<file path="src/rtl/bus_grant_arbiter.sv">
// bus_grant_arbiter: round-robin arbiter for the 32-source internal bus; the owner holds the bus until done.
// Define BUS_ARB_TIMEOUT_EN to add a HOLD_MAX-cycle forced release with a timeout pulse.
module bus_grant_arbiter #(
    parameter int N_SRC = 32,
    parameter int SEL_W = 5
`ifdef BUS_ARB_TIMEOUT_EN
    ,
    parameter int HOLD_MAX = 15
`endif
) (
    input  logic             clk,
    input  logic             clear,
    input  logic [N_SRC-1:0] req,
    input  logic             done,
    output logic [N_SRC-1:0] grant,
    output logic [SEL_W-1:0] bus_sel,
    output logic             bus_valid
`ifdef BUS_ARB_TIMEOUT_EN
    ,
    output logic             timeout
`endif
);

    localparam logic [0:0] ST_IDLE = 1'b0;
    localparam logic [0:0] ST_OWN  = 1'b1;

    logic [0:0]       state_q, state_d;
    logic [N_SRC-1:0] grant_q, grant_d;
    logic [SEL_W-1:0] sel_q, sel_d;
    logic             valid_q, valid_d;
    logic [SEL_W-1:0] rr_ptr_q, rr_ptr_d;

    logic [SEL_W-1:0] idx;
    logic [SEL_W-1:0] winner;
    logic             found;
    logic             release_bus;

`ifdef BUS_ARB_TIMEOUT_EN
    logic [3:0] hold_cnt_q, hold_cnt_d;
    logic       timeout_q, timeout_d;
    logic       expire;
`endif

    // Round-robin scan: first requester at or above rr_ptr, wrapping through the top source.
    always_comb begin
        idx    = '0;
        winner = '0;
        found  = 1'b0;
        for (int i = 0; i < N_SRC; i++) begin
            idx = rr_ptr_q + SEL_W'(i);
            if (!found && req[idx]) begin
                winner = idx;
                found  = 1'b1;
            end
        end
    end

    always_comb begin
        state_d     = state_q;
        grant_d     = grant_q;
        sel_d       = sel_q;
        valid_d     = valid_q;
        rr_ptr_d    = rr_ptr_q;
        release_bus = 1'b0;
`ifdef BUS_ARB_TIMEOUT_EN
        hold_cnt_d  = hold_cnt_q;
        timeout_d   = 1'b0;
        expire      = (hold_cnt_q == 4'(HOLD_MAX - 1));
`endif
        case (state_q)
            ST_IDLE: begin
                if (found) begin
                    state_d         = ST_OWN;
                    grant_d         = '0;
                    grant_d[winner] = 1'b1;
                    sel_d           = winner;
                    valid_d         = 1'b1;
`ifdef BUS_ARB_TIMEOUT_EN
                    hold_cnt_d      = '0;
`endif
                end
            end
            default: begin
`ifdef BUS_ARB_TIMEOUT_EN
                hold_cnt_d  = hold_cnt_q + 4'd1;
                // A simultaneous done wins: that release is an ordinary one.
                timeout_d   = expire && !done;
                release_bus = done || expire;
`else
                release_bus = done;
`endif
                if (release_bus) begin
                    state_d  = ST_IDLE;
                    grant_d  = '0;
                    sel_d    = '0;
                    valid_d  = 1'b0;
                    rr_ptr_d = sel_q + SEL_W'(1);
                end
            end
        endcase
    end

    always_ff @(posedge clk) begin
        if (clear) begin
            state_q    <= ST_IDLE;
            grant_q    <= '0;
            sel_q      <= '0;
            valid_q    <= 1'b0;
            rr_ptr_q   <= '0;
`ifdef BUS_ARB_TIMEOUT_EN
            hold_cnt_q <= '0;
            timeout_q  <= 1'b0;
`endif
        end else begin
            state_q    <= state_d;
            grant_q    <= grant_d;
            sel_q      <= sel_d;
            valid_q    <= valid_d;
            rr_ptr_q   <= rr_ptr_d;
`ifdef BUS_ARB_TIMEOUT_EN
            hold_cnt_q <= hold_cnt_d;
            timeout_q  <= timeout_d;
`endif
        end
    end

    assign grant     = grant_q;
    assign bus_sel   = sel_q;
    assign bus_valid = valid_q;
`ifdef BUS_ARB_TIMEOUT_EN
    assign timeout   = timeout_q;
`endif

endmodule

</file>
<file path="config.mk">
export PLATFORM = sky130hd
export DESIGN_NAME = bus_grant_arbiter
export DESIGN_NICKNAME = d
export VERILOG_FILES = /design/src/rtl/bus_grant_arbiter.sv
export SDC_FILE = /design/constraint.sdc
export NUM_CORES = 1
export LEC_CHECK = 0
export ABC_AREA = 0
export BUFFER_PORTS_ARGS = -buffer_cell sky130_fd_sc_hd__buf_2
export CAP_MARGIN = 20
export CORE_AREA = 2 2 142 144
export DETAILED_ROUTE_END_ITERATION = 12
export DIE_AREA = 0 0 144 146
export MAX_ROUTING_LAYER = met4
export RECOVER_POWER = 50
export SETUP_SLACK_MARGIN = 0.2
export SKIP_CTS_REPAIR_TIMING = 1
export SYNTH_ARGS = -nofsm -noshare
export SYNTH_HDL_FRONTEND = slang
export SYNTH_SLANG_ARGS = --single-unit
</file>
<file path="constraint.sdc">
create_clock -name clk -period 7.15 [get_ports clk]
set_input_delay 0.715 -clock clk [delete_from_list [all_inputs] [get_ports clk]]
set_output_delay 0.715 -clock clk [all_outputs]
set_load 0.1 [all_outputs]
</file>
==> results_dict.tcl, run 1 <==
set metrics [dict create \
    final_cell_area_um2 9540 \
    syn2layout_area_growth_pct 9.79 \
    starting_density_of_the_core 0.450 \
    worst_skew_pair.late_latency_ns 0.29 \
    worst_hold_path.endpoint "grant[30]" \
    tritoncts_clock_tree "done" \
    synth-seq-area-share 0.101 \
    total_routed_wirelength_mm 38.9 \
    worstHoldPathType "register to register" \
    placeable_core_region_um2 19300 \
    intPower_uw 945 \
    synthCells 1016 \
    fillerInstances 1913 \
    final.min_clock_period_ns 6.34 \
    residual_drc_count 0 \
    netSwitchingPower_mw 1.23 \
    max-clock-path-buffers 2 \
    post_dp_cell_area_um2 9440 \
    max_cap_violations 0 \
    synth.avg_cell_area_um2 8.56 \
    finalNetCount 1122 \
    setup_repair_after_global_routing_missed_its_margin "no" \
    floorplan.die_area_um2 21000 \
    route.vias.total 9790 \
    groute.usage.overall 0.377 \
    critPathMaxFanout 29 \
    min_from "grant[30]" \
    synth_async_sr_flop_share 0 \
    p_comb_frac 0.761 \
    clk_root_buffer_cell "clkbuf_16" \
    synth_cell_types 90 \
    run_status "complete, no violations" \
    top_level_ports 73 \
    regToRegSetupSlack_ns 0.81 \
    report.final.slew_viol_count 0 \
    synth_flop_cell "dfxtp_1" \
    die_w_um 144 \
    final.setup.tns_ns 0 \
    clockPowerShare 0.108 \
    power_frac_seq 0.130 \
    timing.hold.worst_path_depth 2 \
    rr_endpoint "grant[3]" \
    detail_route.wl_per_cell_um 29.1 \
    finalHoldViolCount 0 \
    worst_flop_to_flop_path_startpoint "rr_ptr_q[1]" \
    timing.clock.skew_ns 0.00281 \
    post_route_fraction_of_the_period_consumed_by_the_critical_path 0.887 \
    grt_max_degree 59 \
    antenna_violating_nets_left 0 \
    ff2ff_path_depth 15 \
    p_sw_frac 0.566 \
    synth_edf_count 0 \
    worst-slew-pin-transition_ns 1.23 \
    num_antenna_cells 0 \
    critical_path_class "register to register" \
    place.port_buffers 72 \
    detailedRoute.firstIterationViolations 1311 \
    post_synth_instance_area_um2 8690 \
    number_of_register_bits_inferred_by_synthesis 44 \
    initial_antenna_violation_count 0 \
    synth.net_count 1064 \
    cts_buffers 5 \
    clock_sink_count 44 \
    cp-start-kind "register" \
    clkSlewWorstSetupHoldPaths_ns 0.06 \
    hpwlAfterDp_mm 29.9 \
    worst_slew_slack_as_a_fraction_of_its_limit 0.183 \
    first_pass_grt_wire_length_mm 58.0 \
    maximum_frequency_from_static_timing_analysis_mhz 158 \
    setup_violations 0 \
    synth.yosys.warnings 0 \
    post_drt_via_cell_ratio 7.31 \
    power.leakage_nw 3.34 \
    routabilityCongestion 1.05 \
    number_of_global_route_vias_before_repair 9112 \
    grt_overflow_total 0 \
    peakVddDrop_mv 0.101 \
    critical_path_arrival_ns 6.58 \
    die_h_um 146 \
    cts_h_tree_lvls 2 \
    cp.required_ns 7.38 \
    powerDensity_nw_per_um2 228 \
    rows 51 \
    drt_pre_antenna_iters 6 \
    critical_path.endpoint_type "register" \
    proportion_of_layout_cells_with_a_drive_suffix_above_1 0.232 \
]
## cell families (layout without fill, tap and decap cells)
logic type	Yosys count	in the layout	share of synthesized area
compound gates	308	308	0.252
mux	172	172	0.334
fa+ha+maj	13	13	0.0187
buf+inv	92	151	0.0455
xor+xnor	30	30	0.0328
simple gates	357	357	0.215
flops	44	44	0.101
## layout make-up
cell class | count | area [µm²] | share of cell area
inverter | 27 | 101 | 0.0106
tap | 265 | 332 | 0.0347
clock inverter | 1 | 7.51 | 0.000787
multi-input combinational | 880 | 7420 | 0.777
sequential | 44 | 887 | 0.0930
clock buffer | 7 | 143 | 0.0149
timing repair buffer | 116 | 657 | 0.0688
## worst max-delay path, cell delays in order, from the launching register on
cell and delay, ns:
dfxtp_4 0.62, inv_1 0.11, ha_1 0.79, buf_4 0.33, mux4_2 0.60, mux4_2 0.55
mux2i_1 0.55, nand2_1 0.26, nor4_1 0.27, nor4b_4 0.55, o211ai_1 0.26, a32o_1 0.32
a221oi_2 0.16, nand2_1 0.25, nor3_2 0.43, a22o_1 0.20
## per-stage QoR
step / power [mW] / util / setup slack [ns] / cells / hold WS, ns
3_5_place_dp: 1.87 / 0.488 / 1.08 / 1332 / 0.443
3_3_place_gp: 1.89 / 0.488 / 1.11 / 1332 / 0.437
2_1_floorplan: 1.37 / - / 1.66 / 1016 / 0.533
6_report: 2.17 / 0.494 / 0.805 / 1340 / 0.454
5_1_grt: 2.27 / 0.494 / 0.505 / 1340 / 0.478
4_1_cts: 2.11 / 0.496 / 1.01 / 1340 / 0.452
## power groups by stage
stage	Clock (mW)	Combinational [mW]	Sequential, mW
final	0.236	1.66	0.284
after global routing	0.247	1.73	0.286
after detailed placement	0	1.59	0.287
after floorplan	0	1.01	0.368
after global placement	0	1.61	0.288
after CTS	0.239	1.59	0.282
## state kept, by name, indices dropped and copies added, names as in the netlist
signal,cells
bus_sel,5
bus_valid,1
grant,32
rr_ptr_q,5
state_q,1
## routing by layer
metal / wire (µm) / vias up / track usage
met3: 4530 / 118 / 0.0767
met4: 1860 / 0 / 0.143
met2: 16500 / 703 / 0.516
met1: 16100 / 4758 / 0.543
met5: 0 / - / -
li1: - / 4211 / -
## cells in the final DEF (no fill, tap or decap), drive strengths merged, types with 24 or more instances in the layout
cell    count
a21oi      50
buf        79
dfxtp      44
mux2       24
mux4       92
inv        24
nor2       74
nand3      31
o21ai      60
nor3       38
mux2i      56
clkbuf     44
nand2     106
## worst max-delay path by stage
stage / slack (ns) / startpoint / end
6_report: 0.81 / rr_ptr_q[1] / grant[3]
5_1_grt: 0.51 / rr_ptr_q[1] / grant[2]
4_1_cts: 1.01 / rr_ptr_q[1] / grant[11]
3_5_place_dp: 1.08 / rr_ptr_q[1] / grant[11]
3_3_place_gp: 1.11 / rr_ptr_q[1] / grant[8]
2_1_floorplan: 1.66 / rr_ptr_q[2] / grant[13]
## synth_stat cells, types with 8 or more instances
library cell  count  area, µm²
o21ai_1          21        105
o211ai_1         20        150
buf_2            22        110
nand2b_1          8       50.1
nand3_1          30        150
nand4_1          15       93.8
inv_1            19       71.3
mux2i_1          55        551
o31ai_1           9       67.6
o21a_1            9       67.6
o22ai_1          19        119
nor2_1           72        270
a32o_1           10        100
and2_1           11       68.8
mux4_2           92       2070
or4_1             8       60.1
xnor2_1          19        166
a211oi_1         14        105
xor2_1            8       70.1
or3_1             8       50.1
a21oi_1          49        245
and3_1            9       56.3
clkbuf_1         31        116
a22oi_1           8       60.1
nor3_1           31        155
dfxtp_1          44        881
nor2b_1          12       75.1
o21ai_0          39        195
mux2_2           24        270
nand2_1         106        398
a22o_1           16        140
ha_1             13        163
Power figures use the tool's default switching activity.
==> run 2, diff against run 1 <==
--- a/config.mk
+++ b/config.mk
@@ -5,10 +5,10 @@
 export SDC_FILE = /design/constraint.sdc
 export NUM_CORES = 1
 export LEC_CHECK = 0
-export ABC_AREA = 0
 export BUFFER_PORTS_ARGS = -buffer_cell sky130_fd_sc_hd__buf_2
 export CAP_MARGIN = 20
 export CORE_AREA = 2 2 142 144
+export CTS_CLUSTER_DIAMETER = 50
 export DETAILED_ROUTE_END_ITERATION = 12
 export DIE_AREA = 0 0 144 146
 export MAX_ROUTING_LAYER = met4
==> constraint.sdc (replaced) <==
create_clock -name clk -period 7.09 [get_ports clk]
set_input_delay 0.709 -clock clk [delete_from_list [all_inputs] [get_ports clk]]
set_output_delay 0.709 -clock clk [all_outputs]
set_load 0.1 [all_outputs]
==> run 2 against run 1 <==
Net effect:
- first-iteration DRC count increased by 0.92%
- non-clock buffer count increased by 1
- critical path depth unchanged
- sequential share of layout area about the same
==> results_dict.tcl, run 2 (synthesis gave the netlist of run 1 again) <==
set metrics [dict create \
    hpwlAfterDp_mm 29.6 \
    grt_max_degree 56 \
    timing.clock.skew_ns 0.00836 \
    drt_pre_antenna_iters 5 \
    report.final.slew_viol_count 0 \
    mostFrequentLayoutCell "nand2_1" \
    syn2layout_area_growth_pct 9.95 \
    detail_route.wl_per_cell_um 28.6 \
    die_h_um 146 \
    post_route_fraction_of_the_period_consumed_by_the_critical_path 0.944 \
    residual_drc_count 0 \
    power.leakage_nw 3.35 \
    ff2ff_path_depth 15 \
    timing.hold.ws_ns 0.450 \
    grt_overflow_total 0 \
    fin_cells 1342 \
    final_cell_area_um2 9560 \
    cp.required_ns 7.31 \
    tritoncts_clock_tree "done" \
    finalHoldViolCount 0 \
    total_power_of_the_final_layout_mw 2.22 \
    cp-startpoint "rr_ptr_q[1]" \
    place.port_buffers 72 \
    proportion_of_layout_cells_with_a_drive_suffix_above_1 0.233 \
    worst-slew-pin-transition_ns 1.21 \
    fillerInstances 1886 \
    run_status "complete, no violations" \
    floorplan.die_area_um2 21000 \
    die_w_um 144 \
    critPathMaxFanout 22 \
    largest_register_ffs 32 \
    setup_repair_after_global_routing_missed_its_margin "no" \
    critical_path_arrival_ns 6.92 \
    top_level_ports 73 \
    max_cap_violations 0 \
    setup_violations 0 \
    placeable_core_region_um2 19300 \
    first_pass_grt_wire_length_mm 57.7 \
    rows 51 \
    worst_flop_to_flop_path_startpoint "rr_ptr_q[1]" \
    peakVddDrop_mv 0.130 \
    min_from "grant[30]" \
    max-clock-path-buffers 2 \
    starting_density_of_the_core 0.450 \
    worst_skew_pair.late_latency_ns 0.29 \
    route.vias.total 9842 \
    finalNetCount 1123 \
    antenna_violating_nets_left 0 \
    initial_antenna_violation_count 1 \
    cp-start-kind "register" \
    total_routed_wirelength_mm 38.4 \
    seqCellArea_um2 887 \
    cts_h_tree_lvls 2 \
    final.min_clock_period_ns 6.69 \
    multi_input_gate_area_um2 7420 \
    clkSlewWorstSetupHoldPaths_ns 0.06 \
    final.setup.tns_ns 0 \
    critical_path_class "register to register" \
    number_of_global_route_vias_before_repair 8983 \
    clk_root_buffer_cell "clkbuf_16" \
    post_dp_cell_area_um2 9430 \
    clock_sink_count 44 \
    place_inst 1333 \
    worst_slew_slack_as_a_fraction_of_its_limit 0.195 \
    maximum_frequency_from_static_timing_analysis_mhz 149 \
    cts_buffers 5 \
    groute.usage.overall 0.372 \
    timing.hold.worst_path_depth 2 \
    layout.cells.most_common_list "106 x nand2_1, 92 x mux4_2, 72 x nor2_1" \
    post_drt_via_cell_ratio 7.33 \
    powerDensity_nw_per_um2 232 \
    worstHoldPathType "register to register" \
    critical_path.endpoint_type "register" \
    routabilityCongestion 1.07 \
    detailedRoute.firstIterationViolations 1323 \
    regToRegSetupSlack_ns 0.40 \
]
run 2: layout make-up:
cell class / count / area share
Antenna cell: 1 / 0.000262
Clock buffer: 6 / 0.0135
Clock inverter: 2 / 0.00367
Inverter: 27 / 0.0106
Multi-Input combinational cell: 880 / 0.776
Sequential cell: 44 / 0.0928
Tap cell: 265 / 0.0347
Timing Repair Buffer: 117 / 0.0682
run 2: routing by layer:
| layer | track usage | share of wire |
|---|---|---|
| met1 | 0.538 | 0.42 |
| met5 | - | 0 |
| met2 | 0.500 | 0.42 |
| met3 | 0.0800 | 0.11 |
| met4 | 0.148 | 0.053 |
run 2: stage by stage:
step	util	setup slack, ns
after global routing	0.494	0.311
after detailed placement	0.488	0.579
after CTS	0.496	0.479
after global placement	0.488	0.350
after floorplan	-	1.60
final	0.494	0.397
run 2: worst paths after layout:
| kind | end |
|---|---|
| min reg2reg | grant[30] |
| max | grant[17] |
| min | grant[30] |
| max reg2reg | grant[17] |
run 2: report_power, final:
part           switching [mW]  leakage, nW  internal (mW)
clock network          0.0967       0.0808          0.166
logic                    1.12         2.91          0.546
registers              0.0208        0.358          0.263
total                    1.24         3.35          0.975
run 2: critical path, stage by stage, from the launching register on:
cell      delay, ns
dfxtp_4        0.55
inv_1          0.13
ha_2           0.70
mux4_2         0.68
mux4_2         0.59
mux2i_1        0.58
nand2b_1       0.20
buf_4          0.24
nor4_1         0.61
nor4b_4        0.60
o211ai_1       0.31
a32o_1         0.35
a221oi_2       0.17
nand2_1        0.27
nor3_2         0.40
a32o_1         0.23
